File: config.mk
export PLATFORM = sky130hd
export DESIGN_NAME = fa_serial_ctrl
export DESIGN_NICKNAME = d
export VERILOG_FILES = /design/src/rtl/fa_serial_ctrl.sv
export SDC_FILE = /design/constraint.sdc
export NUM_CORES = 1
export LEC_CHECK = 0
export CAP_MARGIN = 20
export CORE_MARGIN = 8
export CORE_UTILIZATION = 51
export DETAILED_ROUTE_END_ITERATION = 12
export GPL_ROUTABILITY_DRIVEN = 0
export GPL_TIMING_DRIVEN = 0
export PLACE_DENSITY = 0.79
export SYNTH_ARGS = -nofsm -noshare
export SYNTH_HDL_FRONTEND = slang
export SYNTH_SLANG_ARGS = --single-unit
File: constraint.sdc
create_clock -name ck -period 1.62 [get_ports ck]
set_input_delay 0.324 -clock ck [delete_from_list [all_inputs] [get_ports ck]]
set_output_delay 0.324 -clock ck [all_outputs]
set_load 0.005 [all_outputs]
File: src/rtl/fa_serial_ctrl.sv
// Bit-serial adder controller: sequences one external registered 1-bit full
// adder LSB-first, feeding its registered carry back and assembling the
// W-bit sum and carry-out.
module fa_serial_ctrl #(
    parameter int unsigned W = 8
) (
    input  logic         ck,
    input  logic         rst,
    input  logic         start,
    input  logic [W-1:0] a,
    input  logic [W-1:0] b,
    input  logic         cin,
    output logic         busy,
    output logic         done,
    output logic [W-1:0] sum,
    output logic         cout,
    output logic         fa_rst,
    output logic         fa_a,
    output logic         fa_b,
    output logic         fa_ci,
    input  logic         fa_s,
    input  logic         fa_co
);

    localparam int unsigned CW = $clog2(W + 1);
    localparam logic [CW-1:0] LAST = CW'(W);

    typedef enum logic [1:0] {
        IDLE,
        RUN,
        DONE
    } state_t;

    state_t         state;
    logic [CW-1:0]  cnt;
    logic [W-1:0]   opa;
    logic [W-1:0]   opb;
    logic           cin_r;
    logic [W-1:0]   res;
    logic [W-1:0]   res_next;
    logic           feed;

    // Drive the fa cell: operand bits only in RUN while bits remain, carry from
    // captured cin on bit 0 and from the fa's own registered co afterwards.
    always_comb begin
        feed   = (state == RUN) && (cnt < LAST);
        fa_rst = rst || (state == IDLE);
        fa_a   = feed && opa[0];
        fa_b   = feed && opb[0];
        fa_ci  = 1'b0;
        if (feed)
            fa_ci = (cnt == '0) ? cin_r : fa_co;
    end

    // Incoming sum bit enters the result shift register on the MSB side.
    always_comb begin
        res_next        = res >> 1;
        res_next[W-1]   = fa_s;
    end

    // Controller FSM with registered status and result outputs.
    always_ff @(posedge ck) begin
        if (rst) begin
            state <= IDLE;
            busy  <= 1'b0;
            done  <= 1'b0;
            sum   <= '0;
            cout  <= 1'b0;
            cnt   <= '0;
            opa   <= '0;
            opb   <= '0;
            cin_r <= 1'b0;
            res   <= '0;
        end else begin
            case (state)
                IDLE: begin
                    done <= 1'b0;
                    if (start) begin
                        opa   <= a;
                        opb   <= b;
                        cin_r <= cin;
                        cnt   <= '0;
                        res   <= '0;
                        busy  <= 1'b1;
                        state <= RUN;
                    end
                end
                RUN: begin
                    opa <= opa >> 1;
                    opb <= opb >> 1;
                    if (cnt != '0)
                        res <= res_next;
                    if (cnt == LAST) begin
                        sum   <= res_next;
                        cout  <= fa_co;
                        done  <= 1'b1;
                        state <= DONE;
                    end else begin
                        cnt <= cnt + 1'b1;
                    end
                end
                DONE: begin
                    done  <= 1'b0;
                    busy  <= 1'b0;
                    state <= IDLE;
                end
                default: begin
                    done  <= 1'b0;
                    busy  <= 1'b0;
                    state <= IDLE;
                end
            endcase
        end
    end

endmodule
==> impl_metrics.tcl <==
set metrics [dict create \
    hold_path_class "in2reg" \
    rsz0062_at_grt "yes" \
    arrival_ns 1.30 \
    grt_max_degree 20 \
    slew_viol_final 0 \
    finalCriticalPeriod_ns 1.63 \
    synthFlopType "dfxtp_1" \
    start_util_pct 52.7 \
    hpwl_um 3360 \
    syn_area_per_cell_um2 8.36 \
    fin_nets 298 \
    drt_iter0_drc 86 \
    worstSetupEndpointType "primary output" \
    synth_top_area_cell "dfxtp_1" \
    setup_viol 1 \
    fin_area_um2 2520 \
    numCtsBuffers 5 \
    finalHoldViolCount 0 \
    netlist_instances 229 \
    synth_top_area_share_pct 42.9 \
    drc 0 \
    postPlaceCellArea_um2 2320 \
    whs_path_depth 3 \
    cts.sinks 41 \
    failed_checks "setup timing" \
    core_area_um2 3630 \
    cp-start-kind "register" \
    synth-warning-count 0 \
    avgViaCountPerCell 5.80 \
    wirelength_um 5090 \
    wl_per_cell_um 15.8 \
    slew_headroom_pct 64.7 \
    htreeDepth 2 \
    vdd_drop_max_mv 0.664 \
    clkLatencyLatePin_ns 0.29 \
    ys_ff_latch 41 \
    crit_type "reg2out" \
    worstMarginPinSlew_ns 0.529 \
    die-area_um2 5970 \
    status "finished with violations" \
    grt_pass1_vias 1774 \
    yosys.cell_types.count 37 \
    layout-drive-gt1-share_pct 18.2 \
    syn-num-nets 253 \
    power_density_nw_per_um2 847 \
    grt_antenna_before_repair 0 \
    cp_max_fo 10 \
    finalSetupTns_ns -0.00612 \
    syn_area_um2 1910 \
    syn2layout_area_growth_pct 31.8 \
    overflow 0 \
    p_leak_nw 0.929 \
    cts_tree "done" \
    synth-seq-area-share_pct 42.9 \
    grt_usage_pct 17.2 \
    post-route-util_pct 69.4 \
    drv_cap 0 \
    antenna_left 0 \
    drtPass1Iterations 4 \
    via_count 1874 \
    io_buffers 35 \
    fin_worst_skew_ns 0.00651 \
    ioPinCount 37 \
    reg2reg_depth 8 \
    synthArstFlopShare_pct 0 \
    max_freq_mhz 615 \
    period_share_pct 100 \
    setup_ws_ns -0.00612 \
    synth.area.top_cells "dfxtp_1, a21oi_1, o21ai_0" \
    rows 22 \
    path_clk_slew_ns 0.08 \
    die_x_um 77.3 \
    clk_path_buf_depth 2 \
    cts_root_buf "clkbuf_8" \
    worstPathRequired_ns 1.30 \
    grt_pass1_wl_um 8570 \
    synth-edff-count 0 \
    diodes 0 \
    die_height_um 77.3 \
]
==> layer usage <==
layer / part of all wire [%] / routed length (um) / vias up / GRT usage [%]
li1: - / - / 924 / -
met1: 47 / 2380 / 883 / 21.9
met2: 46 / 2330 / 56 / 26.4
met3: 5.4 / 274 / 11 / 4.31
met4: 2.1 / 108 / 0 / 8.30
met5: 0 / 0 / - / 0
==> power by group <==
part,internal [W],switching (W),leakage [nW]
Clock,0.000385,0.000352,0.0542
Sequential,0.00105,0.0000255,0.338
Combinational,0.000164,0.000158,0.537
==> what timing repair did <==
item                                    4_1_cts  5_1_grt
setup buffers                                 5        2
hold endpoints to repair                      0        0
hold buffers                                  0        0
endpoints found under the setup margin        4        7
pin swaps                                     3        3
gates resized for setup                      39        7
cloned                                        0        0
==> cell usage after synthesis, drive strengths merged (2+ instances only) <==
cell type,n
dfxtp,41
a21oi,29
o21ai,23
nor2,20
buf,14
nand3,12
nor3,10
clkbuf,8
nand2b,8
a211oi,7
inv,7
o2111ai,7
o2bb2ai,6
nor2b,4
or3b,4
and3b,3
nand4,3
o22ai,3
a21o,2
a221oi,2
ha,2
nand2,2
nor3b,2
o21bai,2
==> metrics by stage <==
| step | setup slack [ns] | cells | hold slack [ns] | total power (W) |
|---|---|---|---|---|
| global route | -0.0851 | 323 | 0.486 | 0.00222 |
| detailed placement | -0.433 | 312 | 0.461 | 0.00138 |
| global placement | -0.411 | 312 | 0.456 | 0.00138 |
| finish | -0.00612 | 323 | 0.413 | 0.00214 |
| floorplan | 0.206 | 229 | 0.440 | 0.00127 |
| CTS | -0.135 | 323 | 0.411 | 0.00213 |
==> placed cells by master (no fill, tap or decap), drive strengths merged, types with 8 or more instances in the layout <==
cell | synthesis | final
a21oi | 29 | 29
buf | 14 | 22
clkbuf | 8 | 14
clkdlybuf4s50 | 0 | 31
dfxtp | 41 | 41
nand2b | 8 | 8
nand3 | 12 | 12
nor2 | 20 | 20
nor3 | 10 | 10
o21ai | 23 | 23
==> flip-flops by register name (all words and copies together) (netlist names) <==
register  cells
cout          1
sum           8
done          1
opb           8
cnt           4
busy          1
res           7
cin_r         1
state         2
opa           8
==> worst max-delay path: stages, from the launching register on <==
cell       delay [ns]
dfxtp_1          0.33
nand2b_4         0.18
clkbuf_16        0.18
nor3_1           0.18
buf_2            0.14
==> logic make-up (layout without fill, tap and decap cells) <==
group,after synthesis,after routing,synth area share [%]
fa+ha+maj,2,2,1.31
buf+inv,29,75,7.12
flops,41,41,42.9
simple gates,72,72,21.0
mux,1,1,0.523
compound gates,84,84,27.2
==> path summary, 6_finish.rpt <==
check	startpoint	endpoint	slack (ns)
worst min-delay path	rst	opb[1]$_SDFFE_PP0P_	0.41
worst max-delay path	state[1]$_SDFFE_PP0P_	fa_ci	-0.006
worst min register to register	opb[7]$_SDFFE_PP0P_	opb[7]$_SDFFE_PP0P_	0.47
worst max register to register	cnt[0]$_SDFFE_PP0P_	cnt[2]$_SDFFE_PP0P_	0.11
==> area by class of cell <==
cell class,count,area [um2]
flip-flops and latches,41,830
well taps,48,60.1
plain buffers,18,128
clock buffers,7,96.3
clock inverters,1,5.00
inverters,7,26.3
multi-input cells,159,995
fillers,311,1110
repair buffers,42,383
Note: power is estimated with default switching activity, not from simulation.
